File: src/rtl/j1_io_fabric_if.sv
// j1_io_fabric_if
// ---------------
// Purpose: the J1 CPU I/O bus between the core and the I/O fabric.
//
// Signals:
//   io_addr  16  I/O address from the core
//   io_rd     1  read strobe
//   io_wr     1  write strobe
//   io_dout  16  write data from the core
//   io_din   16  read data back to the core (combinational in the fabric)
//
// Modports:
//   master  the J1 core side (drives address, strobes and write data)
//   slave   the fabric side (drives read data)
interface j1_io_fabric_if;
    logic [15:0] io_addr;
    logic        io_rd;
    logic        io_wr;
    logic [15:0] io_dout;
    logic [15:0] io_din;

    modport master (
        output io_addr,
        output io_rd,
        output io_wr,
        output io_dout,
        input  io_din
    );

    modport slave (
        input  io_addr,
        input  io_rd,
        input  io_wr,
        input  io_dout,
        output io_din
    );
endinterface

File: src/rtl/j1_io_fabric.sv
// j1_io_fabric
// ------------
// Purpose: I/O interconnect for the J1 SoC. It decodes 256-word address pages
// onto NUM_SLOTS peripheral slots and returns the selected slot's read data.
// It also provides a control page with:
//   - a sticky unmapped-access error flag plus first-error address capture;
//   - a maskable, rising-edge-latched interrupt aggregator.
//
// Optional feature macro: IO_FABRIC_IRQ_EN. When it is undefined:
//   - the interrupt logic is not built;
//   - irq is tied 0;
//   - the mask, pending and id registers read 0 and ignore writes.
//
// Ports:
//   sys_clk_i   in   1              system clock, rising edge
//   sys_rst_i   in   1              asynchronous active-high reset
//   bus         slave modport       J1 I/O bus (addr, rd, wr, dout, din)
//   slot_cs     out  NUM_SLOTS      one-hot slot select (combinational)
//   slot_rdata  in   16*NUM_SLOTS   slot read data, slot i at [16i+15:16i]
//   slot_irq    in   NUM_SLOTS      level interrupt requests (sys_clk_i domain)
//   irq         out  1              aggregated interrupt
//   err         out  1              sticky unmapped-access flag
//
// Control page (CTRL_PAGE, offset = io_addr[3:0]):
//   0x0  ID        {8'hA5, NUM_SLOTS}
//   0x2  ERR_ADDR  address of the first unmapped access
//   0x4  STATUS    bit0 err (write 1 to clear), bit1 irq
//   0x6  IRQ_MASK
//   0x8  IRQ_PEND  write 1 to clear
//   0xA  IRQ_ID    lowest active interrupt index, or 16'hFFFF if none
module j1_io_fabric #(
    parameter int          NUM_SLOTS     = 16,
    parameter logic [7:0]  BASE_PAGE     = 8'h60,
    parameter logic [7:0]  CTRL_PAGE     = 8'h5F,
    parameter logic [15:0] DEFAULT_RDATA = 16'h0666
) (
    input  logic                    sys_clk_i,
    input  logic                    sys_rst_i,
    j1_io_fabric_if.slave           bus,
    output logic [NUM_SLOTS-1:0]    slot_cs,
    input  logic [16*NUM_SLOTS-1:0] slot_rdata,
    input  logic [NUM_SLOTS-1:0]    slot_irq,
    output logic                    irq,
    output logic                    err
);

    localparam logic [3:0] OFF_ID     = 4'h0;
    localparam logic [3:0] OFF_ERRADR = 4'h2;
    localparam logic [3:0] OFF_STATUS = 4'h4;
    localparam logic [3:0] OFF_MASK   = 4'h6;
    localparam logic [3:0] OFF_PEND   = 4'h8;
    localparam logic [3:0] OFF_IRQID  = 4'hA;

    logic [7:0]  page;
    logic [3:0]  offset;
    logic        slot_hit;
    logic        ctrl_sel;
    logic        ctrl_wr;
    logic        unmapped;
    logic [15:0] slot_data;
    logic [15:0] ctrl_rdata;

    logic        err_q,      err_d;
    logic [15:0] err_addr_q, err_addr_d;
    logic        err_clr;

    logic [15:0] mask_rd;
    logic [15:0] pend_rd;
    logic [15:0] irq_id_rd;

    assign page     = bus.io_addr[15:8];
    assign offset   = bus.io_addr[3:0];
    assign ctrl_sel = (page == CTRL_PAGE);
    assign ctrl_wr  = bus.io_wr & ctrl_sel;
    assign slot_hit = |slot_cs;
    assign unmapped = (bus.io_rd | bus.io_wr) & ~slot_hit & ~ctrl_sel;

    // Slot decode: page arithmetic is done in 8 bits so the slot range
    // behaves exactly like the page compare the CPU software expects.
    always_comb begin
        slot_cs   = '0;
        slot_data = '0;
        for (int i = 0; i < NUM_SLOTS; i++) begin
            if (page == 8'(BASE_PAGE + 8'(i))) begin
                slot_cs[i] = 1'b1;
                slot_data  = slot_rdata[16*i +: 16];
            end
        end
    end

    // Error capture: ERR_ADDR only follows a new error while err is clear,
    // or while it is being cleared in the same cycle, so the first error
    // of an episode is the one software sees.
    always_comb begin
        err_clr    = ctrl_wr & (offset == OFF_STATUS) & bus.io_dout[0];
        err_d      = unmapped | (err_q & ~err_clr);
        err_addr_d = err_addr_q;
        if (unmapped && (!err_q || err_clr)) begin
            err_addr_d = bus.io_addr;
        end
    end

    always_ff @(posedge sys_clk_i or posedge sys_rst_i) begin
        if (sys_rst_i) begin
            err_q      <= 1'b0;
            err_addr_q <= '0;
        end else begin
            err_q      <= err_d;
            err_addr_q <= err_addr_d;
        end
    end

    assign err = err_q;

`ifdef IO_FABRIC_IRQ_EN
    logic [NUM_SLOTS-1:0] irq_sync_q;
    logic [NUM_SLOTS-1:0] pend_q, pend_d;
    logic [NUM_SLOTS-1:0] mask_q, mask_d;
    logic [NUM_SLOTS-1:0] active;

    // Pending bits latch rising edges of slot_irq; the set term is OR-ed in
    // after the write-1-to-clear so a coincident edge is never lost.
    always_comb begin
        mask_d = mask_q;
        pend_d = pend_q;
        if (ctrl_wr && (offset == OFF_MASK)) begin
            mask_d = bus.io_dout[NUM_SLOTS-1:0];
        end
        if (ctrl_wr && (offset == OFF_PEND)) begin
            pend_d = pend_q & ~bus.io_dout[NUM_SLOTS-1:0];
        end
        pend_d = pend_d | (slot_irq & ~irq_sync_q);
    end

    always_ff @(posedge sys_clk_i or posedge sys_rst_i) begin
        if (sys_rst_i) begin
            irq_sync_q <= '0;
            pend_q     <= '0;
            mask_q     <= '0;
        end else begin
            irq_sync_q <= slot_irq;
            pend_q     <= pend_d;
            mask_q     <= mask_d;
        end
    end

    // Priority encoder: scanning downward leaves the lowest active index.
    always_comb begin
        active    = pend_q & mask_q;
        irq_id_rd = 16'hFFFF;
        for (int i = NUM_SLOTS - 1; i >= 0; i--) begin
            if (active[i]) begin
                irq_id_rd = 16'(i);
            end
        end
    end

    assign irq     = |active;
    assign mask_rd = 16'(mask_q);
    assign pend_rd = 16'(pend_q);
`else
    logic unused_irq_inputs;

    assign unused_irq_inputs = ^slot_irq;
    assign irq       = 1'b0;
    assign mask_rd   = '0;
    assign pend_rd   = '0;
    assign irq_id_rd = '0;
`endif

    // Control page read mux; unlisted offsets read 0.
    always_comb begin
        ctrl_rdata = '0;
        case (offset)
            OFF_ID:     ctrl_rdata = {8'hA5, 8'(NUM_SLOTS)};
            OFF_ERRADR: ctrl_rdata = err_addr_q;
            OFF_STATUS: ctrl_rdata = {14'd0, irq, err_q};
            OFF_MASK:   ctrl_rdata = mask_rd;
            OFF_PEND:   ctrl_rdata = pend_rd;
            OFF_IRQID:  ctrl_rdata = irq_id_rd;
            default:    ctrl_rdata = '0;
        endcase
    end

    // Read return: a slot page wins, then the control page, then the
    // default pattern that makes unmapped reads easy to spot.
    always_comb begin
        bus.io_din = DEFAULT_RDATA;
        if (slot_hit) begin
            bus.io_din = slot_data;
        end else if (ctrl_sel) begin
            bus.io_din = ctrl_rdata;
        end
    end

    logic unused_bus_bits;
    assign unused_bus_bits = ^{bus.io_addr[7:4], bus.io_dout};

endmodule

File: src/flat_wrapper.sv
// flat-port wrapper written by rule: the top's interface ports become plain ports
module j1_io_fabric_flat 
#(
    parameter int          NUM_SLOTS     = 16,
    parameter logic [7:0]  BASE_PAGE     = 8'h60,
    parameter logic [7:0]  CTRL_PAGE     = 8'h5F,
    parameter logic [15:0] DEFAULT_RDATA = 16'h0666
)
  (sys_clk_i, sys_rst_i, slot_cs, slot_rdata, slot_irq, irq, err, bus_io_addr, bus_io_rd, bus_io_wr, bus_io_dout, bus_io_din);
  j1_io_fabric_if bus_i ();
  input  logic sys_clk_i;
  input  logic sys_rst_i;
  output logic [NUM_SLOTS-1:0] slot_cs;
  input  logic [16*NUM_SLOTS-1:0] slot_rdata;
  input  logic [NUM_SLOTS-1:0] slot_irq;
  output logic irq;
  output logic err;
  input wire logic [$bits(bus_i.io_addr)-1:0] bus_io_addr;
  input wire logic [$bits(bus_i.io_rd)-1:0] bus_io_rd;
  input wire logic [$bits(bus_i.io_wr)-1:0] bus_io_wr;
  input wire logic [$bits(bus_i.io_dout)-1:0] bus_io_dout;
  output wire logic [$bits(bus_i.io_din)-1:0] bus_io_din;
  assign bus_i.io_addr = bus_io_addr;
  assign bus_i.io_rd = bus_io_rd;
  assign bus_i.io_wr = bus_io_wr;
  assign bus_i.io_dout = bus_io_dout;
  assign bus_io_din = bus_i.io_din;
  j1_io_fabric #(.NUM_SLOTS(NUM_SLOTS), .BASE_PAGE(BASE_PAGE), .CTRL_PAGE(CTRL_PAGE), .DEFAULT_RDATA(DEFAULT_RDATA)) u_core (.sys_clk_i(sys_clk_i), .sys_rst_i(sys_rst_i), .bus(bus_i), .slot_cs(slot_cs), .slot_rdata(slot_rdata), .slot_irq(slot_irq), .irq(irq), .err(err));
endmodule
File: config.mk
export PLATFORM = sky130hd
export DESIGN_NAME = j1_io_fabric_flat
export DESIGN_NICKNAME = d
export VERILOG_FILES = /design/src/rtl/j1_io_fabric_if.sv /design/src/rtl/j1_io_fabric.sv /design/src/flat_wrapper.sv
export SDC_FILE = /design/constraint.sdc
export NUM_CORES = 1
export LEC_CHECK = 0
export BUFFER_PORTS_ARGS = -buffer_cell sky130_fd_sc_hd__buf_2
export CAP_MARGIN = 20
export CORE_AREA = 2 2 133 135
export DETAILED_ROUTE_END_ITERATION = 12
export DIE_AREA = 0 0 135 137
export GPL_TIMING_DRIVEN = 0
export PLACE_DENSITY = 0.63
export SLEW_MARGIN = 10
export SYNTH_ARGS = -nofsm -noshare
export SYNTH_HDL_FRONTEND = slang
export SYNTH_SLANG_ARGS = --single-unit
File: constraint.sdc
create_clock -name sys_clk_i -period 6.4 [get_ports sys_clk_i]
set_clock_uncertainty 0.1 [all_clocks]
set_input_delay 1.28 -clock sys_clk_i [delete_from_list [all_inputs] [get_ports sys_clk_i]]
set_output_delay 1.28 -clock sys_clk_i [all_outputs]
set_load 0.01 [all_outputs]
After elaboration in Yosys (flattened, before gate mapping) --
Cells that the tools add are included.
Storage, ports and cells: bits in registers 17, input port bits 308, output and inout port bits 34, word-level logic and storage cells 72
Operators by class: equal/unequal tests 19, multiplexer cells 35, bitwise gates (word level) 11, reduce and logical (&&, ||, !) cells 5
Operators with widths (count):
- $mux 16 | 18
- $eq 8x7->1 const B | 17
- $pmux 16 s3 | 1
- $mux 1 | 16
- $reduce_or 16->1 | 1
- $and 1x1->1 | 6
- $eq 4x2->1 const B | 1
- $eq 4x3->1 const B | 1
- $logic_not 4->1 | 1
- $not 1->1 | 3
- $or 1x1->1 | 2
- $logic_and 1x1->1 | 1
- $logic_not 1->1 | 1
- $logic_or 1x1->1 | 1

Depth between registers and ports, before layout --
Gate-level depths: netlist of run 1.
depth in word-level cells 18, depth in mapped cells 8, depth with buffers taken out 5

Least setup slack after synthesis of run 1 --
OpenSTA, ideal clock, no wires.
path type input port to output port, start input bus_io_addr[8], end output bus_io_din[8], arrival 2.646 ns, required time 5.020 ns, setup slack 2.374 ns, stages on the path 6, path buffers 2, path through buf_6 > buf_6 > mux4_2 > a32o_1 > o32ai_1 > o2111ai_1
Between the ends: word-level cells in the longest chain between the ends 18, elaborated cells on any way between the ends 52, classes of those cells eq/ne: 17; mux: 34; reduce/logical: 1
RTL lines:
- start, declared | line flat_wrapper.sv:18 | input wire logic [$bits(bus_i.io_addr)-1:0] bus_io_addr;
- $eq 8x7->1 | line j1_io_fabric.sv:84 | if (page == 8'(BASE_PAGE + 8'(i))) begin
- $mux 16 (16 in a row) | line j1_io_fabric.sv:84
- $mux 16 * | line j1_io_fabric.sv:189 | if (slot_hit) begin
- end, declared | line flat_wrapper.sv:22 | output wire logic [$bits(bus_i.io_din)-1:0] bus_io_din;
Every way passes the cells marked *; elsewhere a longest branch is shown, timed or not.

Final worst setup path of run 1 --
start input bus_io_addr[15], end output bus_io_din[8]
The elaborated chain is that of the path after synthesis.

==> impl_metrics.env, run 1 <==
export IMPL_status="complete, no violations"
export IMPL_swShare_pct=40.25
export IMPL_crit_family="buffers and inverters"
export IMPL_r2r_end="u_core.err_addr_q[6]"
export IMPL_place_ws_ns=1.161
export IMPL_cp_max_fo=10
export IMPL_gp_congestion=0.9669
export IMPL_r2r_slack_ns=4.82
export IMPL_start_util_pct=22.71
export IMPL_setup_viol=0
export IMPL_synthCells=529
export IMPL_cts_max_path_buffers=2
export IMPL_critPathCapture="bus_io_din[8]"
export IMPL_dpl_hpwl_um=24630
export IMPL_port_buffers=309
export IMPL_cp_startpoint="bus_io_addr[15]"
export IMPL_cts_sinks=17
export IMPL_grt_overflow_total=0
export IMPL_routedWlPerCell_um=28.60
export IMPL_cp_end_kind="output pin"
export IMPL_crit_chain="buf_2 > nand4bb_1 > buf_2 > buf_2 > buf_2 > a21oi_1 > o32ai_1 > o2111ai_1 > buf_2"
export IMPL_critPathSlowestCell="o32ai_1"
export IMPL_grt_setup_unrepaired="false"
export IMPL_startpoint_type="primary input"
export IMPL_ys_ff_latch=17
export IMPL_p_total_mw=0.5684
export IMPL_track_usage_pct=31.40
export IMPL_routed_via_density=5.857
export IMPL_irDropWorstVdd_v=0.00007578
export IMPL_hold_buffers=0
export IMPL_slew_viol_final=0
export IMPL_ys_types=76
export IMPL_powerDensity_mw_per_mm2=97.91
export IMPL_synth_warnings=0
export IMPL_insertion_delay_ns=0.25
export IMPL_grt_pass1_vias=6158
export IMPL_drive_gt1_share_pct=47.51
export IMPL_cp_arrival_ns=3.91
export IMPL_wl_um=30630
export IMPL_fin_area_mm2=0.005806
export IMPL_synth_top_family_by_area="compound AO/OA/AOI/OAI gates"
export IMPL_syn_area_mm2=0.003874
export IMPL_synth_edf_count=0
export IMPL_min_period_ns=5.288
export IMPL_maxSlewHeadroom_pct=22.68
export IMPL_comb_power_share_pct=54.4
export IMPL_setup_slack_ns=1.112
export IMPL_die_h_um=137
export IMPL_p_sw_mw=0.2288
export IMPL_area_growth_pct=49.87
export IMPL_synth_nets=837
export IMPL_maxCapViolations=0
export IMPL_grt_pass1_wl_um=41060
export IMPL_cts_tree="yes"
export IMPL_htree_levels=1
export IMPL_worst_r2r_path_depth=3
export IMPL_path_depth=9
export IMPL_fp_coreArea_mm2=0.01706
export IMPL_ios=342
export IMPL_drc_errors=0
export IMPL_path_clk_slew_ns=0.05
export IMPL_worstPathRequired_ns=5.02
export IMPL_die_x_um=135
export IMPL_synth_compound_area_share_pct=37.56
export IMPL_worst_pin_slew_ns=1.145
export IMPL_synth_top_area_share_pct=10.98
export IMPL_setup_tns_ns=0
export IMPL_muxShareOfSynthArea_pct=18.18
export IMPL_crit_top_cell="buf_2"
export IMPL_fin_nets=1153
export IMPL_ant_nets=0
export IMPL_dieArea_mm2=0.01850
export IMPL_cellInternalPower_mw=0.3397
export IMPL_critical_path_class="in2out"
export IMPL_hold_viol_final=0
export IMPL_timing_final_crit_share_pct=82.63
export IMPL_timing_rr_start="u_core.err"
export IMPL_max_freq_mhz=189.1
export IMPL_row_count=48
export IMPL_synth_adder_area_share_pct=0
export IMPL_cts_root_buf="clkbuf_16"
export IMPL_synth_ff_type="dfrtp_1"
export IMPL_hp_class="reg2reg"
export IMPL_crit_path_max_incr_delay_ns=0.67
export IMPL_synth_xor_area_share_pct=0
export IMPL_cp_num_buf_inv=5
export IMPL_via_count=6273
export IMPL_synth_area_top_cells="dfrtp_1 (11%), a21oi_1 (5.6%), mux2_2 (5.2%), mux4_2 (4.7%), nor2_1 (4.5%)"
export IMPL_post_cts_buffers=0
export IMPL_sequentialPowerShare_pct=22.7
export IMPL_synth_simple_gate_area_share_pct=25.06
export IMPL_syn_avg_cell_area_um2=7.323
export IMPL_cts_resized_gates=0
export IMPL_cts_buffers=3
export IMPL_grt_max_degree=18
export IMPL_ys_seq_area_share_pct=10.98
export IMPL_drt_initial_drc_count=667
export IMPL_post_dp_cell_area_mm2=0.005720
export IMPL_firstDrtPassIters=5
export IMPL_synthArstFlopShare_pct=100.0
export IMPL_antenna_found_initial=2
export IMPL_leakage_nw=2.631
export IMPL_power_frac_clock_pct=23.0
export IMPL_synth_largest_area_cell="dfrtp_1"
-- how the worst min path moves through the flow --
| stage | start | slack (ns) | to | depth (start not counted) |
|---|---|---|---|---|
| 6_report | u_core.err_addr_q[10] | 0.39 | u_core.err_addr_q[10] | 1 |
| 5_1_grt | u_core.err_addr_q[10] | 0.41 | u_core.err_addr_q[10] | 1 |
| 4_1_cts | u_core.err_addr_q[10] | 0.39 | u_core.err_addr_q[10] | 1 |
| 3_5_place_dp | u_core.err_addr_q[10] | 0.38 | u_core.err_addr_q[10] | 1 |
| 3_3_place_gp | u_core.err_addr_q[10] | 0.37 | u_core.err_addr_q[10] | 1 |
| 2_1_floorplan | u_core.err_addr_q[10] | 0.36 | u_core.err_addr_q[10] | 1 |
-- sequential cells by signal, indices dropped and copies added (netlist names) --
signal,count
u_core.err,1
u_core.err_addr_q,16
-- power by group through the flow --
stage          Clock (mW)  Sequential, mW  Combinational, mW
6_report            0.130           0.129              0.309
5_1_grt             0.134           0.130              0.325
4_1_cts             0.130           0.129              0.303
3_3_place_gp            0           0.129              0.300
2_1_floorplan           0           0.126              0.137
3_5_place_dp            0           0.130              0.302
-- placed cells by master (no fill, tap or decap), types with 4 or more instances in the layout --
cell type,Yosys,layout
a21oi_1,43,43
mux4_2,8,8
clkbuf_1,14,14
a22oi_1,9,9
and3_1,5,5
mux2i_1,16,16
a22o_1,7,7
nand3_1,12,12
nor4_1,7,7
a32oi_1,4,4
buf_4,5,6
o211ai_1,10,10
mux2_4,10,10
nor2b_1,9,9
a211oi_1,9,9
buf_2,29,338
buf_6,3,4
nand2_1,40,40
nand4_1,5,5
mux2_2,18,18
nor2_1,46,46
nor3_1,27,27
inv_1,11,11
o221ai_1,6,6
a31oi_1,13,13
o22ai_1,19,19
dfrtp_1,17,17
o21ai_1,4,4
o2bb2ai_1,8,8
a221oi_1,10,10
o21ai_0,29,29
nand2b_1,12,12
-- cells by family after synthesis --
group	count (synthesis)
DFF	17
and+or+nand+nor	186
other	1
buffers and inverters	63
AOI/OAI and AO/OA	209
muxes	53
-- routing by layer --
metal	share of wire (%)	wire length (um)	global-route usage, %	vias up
li1	-	-	-	2724
met1	39	11810	38.68	2933
met2	46	14050	53.07	534
met3	11	3327	6.852	82
met4	4.7	1449	13.02	0
met5	0	0	0	-
-- per-stage QoR --
step	cells	hold slack, ns	util [%]
after global placement	1063	0.3678	33.43
after CTS	1069	0.3890	34.01
after detailed placement	1065	0.3771	33.54
after floorplan	529	0.3591	-
final	1071	0.3915	34.04
after global routing	1071	0.4121	34.04
-- layout make-up --
class | count | area, um2
tap | 225 | 281.5
fill | 1926 | 11250
antenna | 2 | 5.005
inverter | 11 | 41.29
clock buffer | 3 | 75.07
timing repair buffer | 311 | 1565
multi-input combinational | 449 | 3134
buffer | 52 | 272.8
sequential | 17 | 425.4
clock inverter | 1 | 5.005
-- Yosys cell counts (all sizes together) (13+ instances only) --
cell type / number
o21ai: 33
nor2: 47
dfrtp: 17
buf: 38
nand2: 40
o22ai: 19
nor3: 28
mux2: 29
a31oi: 13
a21oi: 43
mux2i: 16
clkbuf: 14
(Power assumes the default switching activity.)
==> run 2, diff against run 1 <==
Settings changed: ABC_AREA from default to 1, CORE_AREA 2 2 133 135 to 2 2 131 133, DIE_AREA 0 0 135 137 to 0 0 133 135, PLACE_DENSITY 0.63 to 0.61.
Clock period 6.4 ns to 5.55 ns, I/O delays scaled along.
==> impl_metrics.env, run 2 <==
export IMPL_status="complete, no violations"
export IMPL_startpoint_type="primary input"
export IMPL_synth_compound_area_share_pct=6.126
export IMPL_cp_end_kind="output pin"
export IMPL_critPathSlowestCell="nor2_2"
export IMPL_synth_nets=980
export IMPL_gp_congestion=0.8838
export IMPL_grt_pass1_wl_um=27040
export IMPL_drt_initial_drc_count=314
export IMPL_row_count=47
export IMPL_multi_input_area_mm2=0.002449
export IMPL_max_freq_mhz=217.3
export IMPL_synth_simple_gate_area_share_pct=65.18
export IMPL_fp_coreArea_mm2=0.01641
export IMPL_crit_chain="buf_2 > inv_1 > nand2_1 > nor2_4 > buf_4 > nand3_2 > nor2_2 > buf_4 > nand2_1 > nand4_1 > nor2_1 > nand3_1 > buf_2"
export IMPL_area_growth_pct=56.74
export IMPL_synthArstFlopShare_pct=100.0
export IMPL_synth_most_common_cell="nand2_1"
export IMPL_path_clk_slew_ns=0.05
export IMPL_wl_um=18600
export IMPL_synth_warnings=0
export IMPL_ys_ff_latch=17
export IMPL_dpl_hpwl_um=15980
export IMPL_setup_slack_ns=0.9490
export IMPL_antenna_cells=0
export IMPL_cts_tree="yes"
export IMPL_min_period_ns=4.601
export IMPL_grt_setup_unrepaired="false"
export IMPL_post_dp_cell_area_mm2=0.005171
export IMPL_maxCapViolations=0
export IMPL_setup_viol=0
export IMPL_grt_pass1_vias=4920
export IMPL_muxShareOfSynthArea_pct=1.681
export IMPL_timing_final_crit_share_pct=82.90
export IMPL_synth_area_top_cells="nand2_1 (28%), dfrtp_1 (13%), nor2_1 (11%), inv_1 (9.3%), nand4_1 (7.7%)"
export IMPL_fin_hold_ws_ns=0.3876
export IMPL_htree_levels=1
export IMPL_synthCells=672
export IMPL_synth_top_area_share_pct=28.24
export IMPL_post_cts_buffers=0
export IMPL_cts_max_path_buffers=2
export IMPL_powerDensity_mw_per_mm2=87.77
export IMPL_synth_commonest_cells="nand2_1 (252), nor2_1 (100), inv_1 (83)"
export IMPL_synth_xor_area_share_pct=0
export IMPL_syn_area_mm2=0.003349
export IMPL_synth_largest_area_cell="nand2_1"
export IMPL_fin_cells=1205
export IMPL_leakage_nw=3.058
export IMPL_largest_register="u_core.err_addr_q"
export IMPL_critical_path_class="in2out"
export IMPL_insertion_delay_ns=0.25
export IMPL_cts_buffers=3
export IMPL_cts_resized_gates=0
export IMPL_irDropWorstVdd_v=0.0001014
export IMPL_track_usage_pct=19.34
export IMPL_ios=342
export IMPL_hold_buffers=0
export IMPL_fin_nets=1294
export IMPL_place_ws_ns=0.8671
export IMPL_synth_top_family_by_area="simple AND/OR/NAND/NOR gates"
export IMPL_cp_arrival_ns=3.39
export IMPL_antenna_found_initial=1
export IMPL_via_count=5322
export IMPL_synth_edf_count=0
export IMPL_slew_viol_final=0
export IMPL_die_h_um=135
export IMPL_hold_viol_final=0
export IMPL_port_buffers=309
export IMPL_grt_overflow_total=0
export IMPL_seq_area_um2=425.4
export IMPL_hp_class="reg2reg"
export IMPL_worst_pin_slew_ns=0.8265
export IMPL_synth_adder_area_share_pct=0
export IMPL_dp_cells=1201
export IMPL_ant_nets=0
export IMPL_setup_tns_ns=0
export IMPL_synth_ff_type="dfrtp_1"
export IMPL_routed_via_density=4.417
export IMPL_ys_types=31
export IMPL_crit_path_max_incr_delay_ns=0.49
export IMPL_grt_max_degree=18
export IMPL_final_common_cell="buf_2"
export IMPL_drc_errors=0
export IMPL_fillers=1921
export IMPL_crit_family="simple AND/OR/NAND/NOR gates"
export IMPL_start_util_pct=20.41
export IMPL_maxSlewHeadroom_pct=44.48
export IMPL_cp_max_fo=10
export IMPL_largest_reg_flops=16
export IMPL_dieArea_mm2=0.01796
export IMPL_syn_avg_cell_area_um2=4.984
export IMPL_final_cell_mix="buf_2 (320), nand2_1 (252), nor2_1 (100)"
export IMPL_worstPathRequired_ns=4.34
export IMPL_ys_seq_area_share_pct=12.70
export IMPL_fin_area_mm2=0.005250
export IMPL_cts_sinks=17
export IMPL_routedWlPerCell_um=15.43
export IMPL_cts_root_buf="clkbuf_16"
export IMPL_die_x_um=133
export IMPL_cp_num_buf_inv=5
export IMPL_drive_gt1_share_pct=37.16
export IMPL_firstDrtPassIters=5
-- run 2: cell count changes after synthesis, sizes merged, moves of 24 or more --
cell,before,now
a21oi,43,13
mux2,29,5
nand2,40,254
nand4,5,41
or2,2,28
nor2,47,106
inv,11,91
nand3,12,52
-- run 2: through the flow --
stage | total power [mW] | utilization [%]
floorplan | 0.1978 | -
global placement | 0.3133 | 31.52
detailed placement | 0.3156 | 31.52
CTS | 0.4631 | 32.00
global route | 0.4890 | 32.00
finish | 0.4608 | 32.00
-- run 2: kinds of logic after synthesis --
logic type	count (synthesis)
muxes	5
buffers and inverters	115
other	1
and+or+nand+nor	495
DFF	17
AOI/OAI and AO/OA	39
-- run 2: area by class of cell --
class / instances / share of cell area [%]
clock buffer: 4 / 1.501
sequential: 17 / 8.103
timing repair buffer: 309 / 29.46
inverter: 91 / 6.506
multi-input combinational: 540 / 46.64
tap: 220 / 5.243
buffer: 24 / 2.550
-- run 2: where the power goes --
group	internal, mW	switching, mW
logic	0.0903	0.0777
registers	0.139	0.00764
clock network	0.0976	0.0484
total	0.327	0.134
-- run 2: final timing paths --
kind                                       startpoint               endpoint  slack [ns]  cells past startpoint
min in group asynchronous                   sys_rst_i   u_core.err_addr_q[5]        0.86                      2
worst max register to register             u_core.err  u_core.err_addr_q[11]        4.23                      5
worst min-delay path            u_core.err_addr_q[13]  u_core.err_addr_q[13]        0.39                      1
worst min register to register  u_core.err_addr_q[13]  u_core.err_addr_q[13]        0.39                      1
worst max-delay path                  bus_io_addr[15]         bus_io_din[14]        0.95                     13
max in group asynchronous                   sys_rst_i   u_core.err_addr_q[8]        4.05                      2
-- run 2: metal layers --
metal	vias to the layer above	global-route usage, %	wire length [um]
met5	-	0	16
met4	2	3.465	253
met3	19	2.327	1278
met2	250	35.43	9107
met1	2321	24.56	7940
li1	2730	-	-
